--- config.mk ---
export PLATFORM = sky130hd
export DESIGN_NAME = dmem_responder_flat
export DESIGN_NICKNAME = d
export VERILOG_FILES = /design/src/rtl/dmem_responder_if.sv /design/src/rtl/dmem_responder.sv /design/src/flat_wrapper.sv
export SDC_FILE = /design/constraint.sdc
export NUM_CORES = 2
export LEC_CHECK = 0
export CAP_MARGIN = 20
export CORE_UTILIZATION = 50
export DETAILED_ROUTE_END_ITERATION = 10
export PLACE_DENSITY = 0.68
export SLEW_MARGIN = 0
export SYNTH_ARGS = -nofsm -noshare
export SYNTH_HDL_FRONTEND = slang
export SYNTH_SLANG_ARGS = --single-unit
--- constraint.sdc ---
create_clock -name clk -period 5.3 [get_ports clk]
set_input_delay 1.325 -clock clk [delete_from_list [all_inputs] [get_ports clk]]
set_output_delay 1.325 -clock clk [all_outputs]
set_load 0.05 [all_outputs]
--- src/rtl/dmem_responder_if.sv ---
// ============================================================================
// Module      : dmem_responder_if
// Description : Memory-stage request/response bundle between pipeline and
//               the data-memory responder.
// Revision    : 1.0 - initial release
// ============================================================================
`default_nettype none

interface dmem_responder_if;
    logic        req;
    logic        we;
    logic [31:0] addr;
    logic [31:0] wdata;
    logic [31:0] rdata;
    logic        ack;
    logic        busy;

    modport master (output req, we, addr, wdata, input rdata, ack, busy);
    modport slave  (input req, we, addr, wdata, output rdata, ack, busy);
endinterface

`default_nettype wire

--- src/rtl/dmem_responder.sv ---
// ============================================================================
// Module      : dmem_responder
// Description : Wait-state data-memory responder with RAM, SW/LED I/O and an
//               optional cycle counter enabled by DMEM_CYCLE_COUNTER_EN.
// Revision    : 1.0 - initial release
// ============================================================================
`default_nettype none

module dmem_responder #(
    parameter int WORDS = 64,
    parameter int WAIT  = 1
) (
    input  wire logic        clk,
    input  wire logic        reset,
    dmem_responder_if.slave  bus,
    input  wire logic [3:0]  SW,
    output logic      [7:0]  LED,
    output logic             fault
);

    localparam int         c_aw        = $clog2(WORDS);
    localparam logic [3:0] c_wait_init = (WAIT > 0) ? 4'(WAIT - 1) : 4'd0;

    typedef enum logic [1:0] {
        S_IDLE = 2'd0,
        S_WAIT = 2'd1,
        S_RESP = 2'd2
    } state_t;

    state_t      state_q, state_d;
    logic [3:0]  cnt_q, cnt_d;
    logic        we_q, we_d;
    logic [31:0] addr_q, addr_d;
    logic [31:0] wdata_q, wdata_d;
    logic [31:0] rdata_q, rdata_d;
    logic        ack_q, ack_d;
    logic [7:0]  led_q, led_d;
    logic        fault_q, fault_d;
`ifdef DMEM_CYCLE_COUNTER_EN
    logic [31:0] cyc_q, cyc_d;
`endif

    logic [31:0] mem [WORDS];

    logic        w_commit;
    logic        w_we;
    logic [31:0] w_addr;
    logic [31:0] w_wdata;
    logic        w_is_ram, w_is_sw, w_is_led, w_is_cnt, w_bad;
    logic [31:0] w_rd_val;
    logic        w_ram_we;

    // With WAIT=0 the commit lands on the accept edge, so it must see the live request.
    assign w_we    = (state_q == S_IDLE) ? bus.we    : we_q;
    assign w_addr  = (state_q == S_IDLE) ? bus.addr  : addr_q;
    assign w_wdata = (state_q == S_IDLE) ? bus.wdata : wdata_q;

    assign w_is_ram = (w_addr[31:c_aw+2] == '0);
    assign w_is_sw  = (w_addr == 32'h0000_1000);
    assign w_is_led = (w_addr == 32'h0000_1004);
    assign w_is_cnt = (w_addr == 32'h0000_1008);
    assign w_bad    = (w_addr[1:0] != 2'b00) || !(w_is_ram || w_is_sw || w_is_led || w_is_cnt);

    always_comb begin
        w_rd_val = 32'd0;
        if (w_is_ram) begin
            w_rd_val = mem[w_addr[c_aw+1:2]];
        end else if (w_is_sw) begin
            w_rd_val = {28'd0, SW};
        end else if (w_is_led) begin
            w_rd_val = {24'd0, led_q};
`ifdef DMEM_CYCLE_COUNTER_EN
        end else if (w_is_cnt) begin
            w_rd_val = cyc_q;
`endif
        end
    end

    always_comb begin
        state_d  = state_q;
        cnt_d    = cnt_q;
        we_d     = we_q;
        addr_d   = addr_q;
        wdata_d  = wdata_q;
        rdata_d  = rdata_q;
        ack_d    = 1'b0;
        led_d    = led_q;
        fault_d  = fault_q;
        w_commit = 1'b0;

        case (state_q)
            S_IDLE: begin
                if (bus.req) begin
                    we_d    = bus.we;
                    addr_d  = bus.addr;
                    wdata_d = bus.wdata;
                    if (WAIT == 0) begin
                        state_d  = S_RESP;
                        w_commit = 1'b1;
                    end else begin
                        state_d = S_WAIT;
                        cnt_d   = c_wait_init;
                    end
                end
            end
            S_WAIT: begin
                if (cnt_q == 4'd0) begin
                    state_d  = S_RESP;
                    w_commit = 1'b1;
                end else begin
                    cnt_d = cnt_q - 4'd1;
                end
            end
            S_RESP:  state_d = S_IDLE;
            default: state_d = S_IDLE;
        endcase

        if (w_commit) begin
            ack_d = 1'b1;
            if (w_bad) fault_d = 1'b1;
            if (!w_we) rdata_d = w_bad ? 32'd0 : w_rd_val;
            if (w_we && !w_bad && w_is_led) led_d = w_wdata[7:0];
        end
    end

`ifdef DMEM_CYCLE_COUNTER_EN
    assign cyc_d = (w_commit && w_we && !w_bad && w_is_cnt) ? 32'd0 : cyc_q + 32'd1;
`endif

    always_ff @(posedge clk or posedge reset) begin
        if (reset) begin
            state_q <= S_IDLE;
            cnt_q   <= 4'd0;
            we_q    <= 1'b0;
            addr_q  <= 32'd0;
            wdata_q <= 32'd0;
            rdata_q <= 32'd0;
            ack_q   <= 1'b0;
            led_q   <= 8'd0;
            fault_q <= 1'b0;
`ifdef DMEM_CYCLE_COUNTER_EN
            cyc_q   <= 32'd0;
`endif
        end else begin
            state_q <= state_d;
            cnt_q   <= cnt_d;
            we_q    <= we_d;
            addr_q  <= addr_d;
            wdata_q <= wdata_d;
            rdata_q <= rdata_d;
            ack_q   <= ack_d;
            led_q   <= led_d;
            fault_q <= fault_d;
`ifdef DMEM_CYCLE_COUNTER_EN
            cyc_q   <= cyc_d;
`endif
        end
    end

    // RAM is not reset; an asserted reset still blocks a write on the same edge.
    assign w_ram_we = w_commit && w_we && !w_bad && w_is_ram && !reset;

    always_ff @(posedge clk) begin
        if (w_ram_we) mem[w_addr[c_aw+1:2]] <= w_wdata;
    end

    assign bus.rdata = rdata_q;
    assign bus.ack   = ack_q;
    assign bus.busy  = (state_q != S_IDLE);
    assign LED       = led_q;
    assign fault     = fault_q;

endmodule

`default_nettype wire

--- src/flat_wrapper.sv ---
// flat-port wrapper written by rule: the top's interface ports become plain ports
module dmem_responder_flat 
#(
    parameter int WORDS = 64,
    parameter int WAIT  = 1
)
  (clk, reset, SW, LED, fault, bus_req, bus_we, bus_addr, bus_wdata, bus_rdata, bus_ack, bus_busy);
  dmem_responder_if bus_i ();
  input  wire logic clk;
  input  wire logic reset;
  input  wire logic [3:0] SW;
  output logic      [7:0] LED;
  output logic fault;
  input wire logic [$bits(bus_i.req)-1:0] bus_req;
  input wire logic [$bits(bus_i.we)-1:0] bus_we;
  input wire logic [$bits(bus_i.addr)-1:0] bus_addr;
  input wire logic [$bits(bus_i.wdata)-1:0] bus_wdata;
  output wire logic [$bits(bus_i.rdata)-1:0] bus_rdata;
  output wire logic [$bits(bus_i.ack)-1:0] bus_ack;
  output wire logic [$bits(bus_i.busy)-1:0] bus_busy;
  assign bus_i.req = bus_req;
  assign bus_i.we = bus_we;
  assign bus_i.addr = bus_addr;
  assign bus_i.wdata = bus_wdata;
  assign bus_rdata = bus_i.rdata;
  assign bus_ack = bus_i.ack;
  assign bus_busy = bus_i.busy;
  dmem_responder #(.WORDS(WORDS), .WAIT(WAIT)) u_core (.clk(clk), .reset(reset), .bus(bus_i), .SW(SW), .LED(LED), .fault(fault));
endmodule
==> metrics.md <==
| Metric | Value |
|---|---|
| Top FF cell, synth | edfxtp_1 |
| Cell Area, Synth | 84060 um^2 |
| Final Cell Area | 98160 um^2 |
| Slew @ Worst Pin | 1159 ps |
| Largest net degree at the start of global routing | 160 |
| CTS tree | built |
| Fillers | 12310 |
| Vias in the first global route | 51530 |
| DR vias/cell | 6.474 |
| Layout Skew | 37.96 ps |
| Vias | 54240 |
| Synth Instances | 5661 |
| Cts repair resizes | 0 |
| Share of layout cells above drive strength 1 | 14.34% |
| Clk slew on worst S/H paths | 60 ps |
| Total Nets Final | 6067 |
| Yosys top cell area share | 73.16% |
| Global-route wire length before repair | 379400 um |
| Placed Instances | 7984 |
| EDFF count, synth | 2048 |
| # rows | 150 |
| Syn nets | 5734 |
| Post-synth top area cell | edfxtp_1 |
| Starting Density | 50.32% |
| Post-DP Area | 91340 um^2 |
| Die Width | 412.0 um |
| Clock Latency Late Sink | 870 ps |
| Register area share after synthesis | 76.53% |
| Endpoints failing setup | 0 |
| Pre-CTS setup slack | -247.4 ps |
| Detailed Place HPWL | 158200 um |
| WHS | 465.4 ps |
| Core Box Area | 167000 um^2 |
| Crit. End Element | flop |
| Synthesis warning total | 0 |
| Chip height | 412.0 um |
| Finished Layout Cells | 8378 |
| Most common cell in the netlist | edfxtp_1 |
| First drt pass iteration count | 6 |
| CTS Hold Bufs | 0 |
| Worst EP arrival | 5390 ps |
| Gr usage total | 31.80% |
| Peak supply drop | 0.0004989 V |
| CTS max path bufs | 3 |
| Antenna violations before repair | 9 |
| Mapped Avg Cell Area | 14.85 um^2 |
| Worst slew margin | 21.99% |
| Leak | 33.25 nW |
| Worst Path Required | 5840 ps |
| DRT iter0 DRCs | 10060 |
| DRC viols | 0 |
| Worst min path class | flop to flop |
| RSZ-0062 raised after global routing | false |
| Post-Route Utilization | 58.77% |
| Async SR Flop Fraction | 5.229% |
| Port Buf Inserts | 114 |
| Htree depth | 4 |
| IO Count | 115 |
| GPL Wtd Cong | 0.8955 |
| Clock period minus worst slack | 4853 ps |
| Root Driver | clkbuf_16 |
| Crit path max fanout | 15 |
| Commonest cells post-synth | edfxtp_1, nand2_1, mux2i_1 |
| Total clock sinks | 2161 |
| Pins Over Slew Limit | 0 |
| Final hold violations | 0 |
| CP Class | input port to flop |
| WL/cell | 32.42 um |
| Fmax | 0.2061 GHz |
| Total gr overflow | 0 |
| Status | finished, final reports clean |
| Cells taking the most area after synthesis | edfxtp_1, nand2_1, mux2i_1 |
| Final ANT Viol Nets | 0 |
| Synth Register Bits | 2161 |
| Pwr Density | 564.7 nW/um^2 |
| Final period utilization | 91.56% |
| Routed wire length | 271600 um |
| Die footprint | 169800 um^2 |
| Max-Cap Viols | 0 |
| Synth-to-Final Area Change | 16.78% |
| Post-CTS setup buffer count | 0 |
| CP Launch Type | input port |
| Final worst slack | 447.5 ps |
| Post-synth cell types | 73 |
| CTS Buf Count | 204 |
stage by stage:
| stage | power [mW] | TNS (ps) |
|---|---|---|
| floorplan | 32.79 | 0 |
| global placement | 40.08 | -59850 |
| detailed placement | 40.50 | -34500 |
| CTS | 54.86 | 0 |
| global route | 56.86 | 0 |
| finish | 55.43 | 0 |
worst max-delay path, cell delays in order:
cell and delay [ps]:
clkdlybuf4s50_1 430, nor4_1 320, nand4_1 130, o22ai_1 550
buf_4 240, nand2_1 100, a31o_2 330, nor4_4 510
nand3_2 470, nor2_4 700, buf_12 250
cell type report:
cell class / instances / area, um^2 / share of cell area (%)
Clock buffer: 254 / 5395 / 5.496
Tap cell: 2204 / 2758 / 2.809
Clock inverter: 129 / 1260 / 1.284
Sequential cell: 2161 / 64330 / 65.53
Inverter: 10 / 41.29 / 0.04206
Antenna cell: 3 / 7.507 / 0.007648
Timing Repair Buffer: 466 / 5463 / 5.565
Multi-Input combinational cell: 3151 / 18910 / 19.27
path summary, 6_finish.rpt:
kind / startpoint / to / slack (ps) / cells after the start
setup / recovery: bus_addr[14] / u_core.mem[35][17] / 450 / 11
hold / removal: u_core.fault / u_core.fault / 470 / 1
setup reg to reg: u_core.state_q[0] / u_core.mem[35][17] / 460 / 11
hold reg to reg: u_core.fault / u_core.fault / 470 / 1
max in group asynchronous: reset / u_core.bus.rdata[28] / 3360 / 3
min in group asynchronous: reset / u_core.addr_q[17] / 1250 / 3
where the power goes:
part	total (mW)	switching, mW	internal, mW
clock	14.6	6.47	8.10
combinational	18.8	13.6	5.21
sequential	22.1	0.275	21.8
state kept, by name, indices dropped and copies added, names as in the netlist:
register / flops
u_core.mem: 2048
u_core.addr_q: 32
u_core.bus.rdata: 32
u_core.wdata_q: 32
u_core.LED: 8
u_core.cnt_q: 4
u_core.state_q: 2
u_core.bus.ack: 1
u_core.fault: 1
u_core.we_q: 1
per-layer routing:
metal / wire length, um / vias to the layer above / GRT usage, %
met5: 25 / - / 0
met4: 15230 / 6 / 15.91
met3: 35660 / 728 / 7.694
met2: 122700 / 4266 / 48.34
met1: 98020 / 27060 / 42.98
li1: - / 22180 / -
cells by family after synthesis:
group / share of synthesized area, %
AOI/OAI and AO/OA: 5.930
xor gates and xnor gates: 0.01042
adders and majority gates: 0.01488
buffers and inverters: 1.880
DFF: 76.53
muxes: 5.835
and+or+nand+nor: 9.803
placed cells by master (no fill, tap or decap), types with 42 or more instances in the layout:
master,netlist,routed
a31oi_1,91,86
clkbuf_16,0,206
clkdlybuf4s50_1,0,114
clkinv_1,1,46
edfxtp_1,2048,2048
o22ai_1,103,103
o21ai_0,132,131
nor2_1,240,171
a21oi_1,226,226
mux2i_1,294,292
buf_4,23,219
dfrtp_1,113,113
nor2_4,1,71
mux4_2,77,77
nand2_1,1308,1269
a32oi_1,83,83
buf_12,0,131
clkbuf_1,154,42
nor4_1,92,92
nand3_1,235,235
Power figures use the tool's default switching activity.
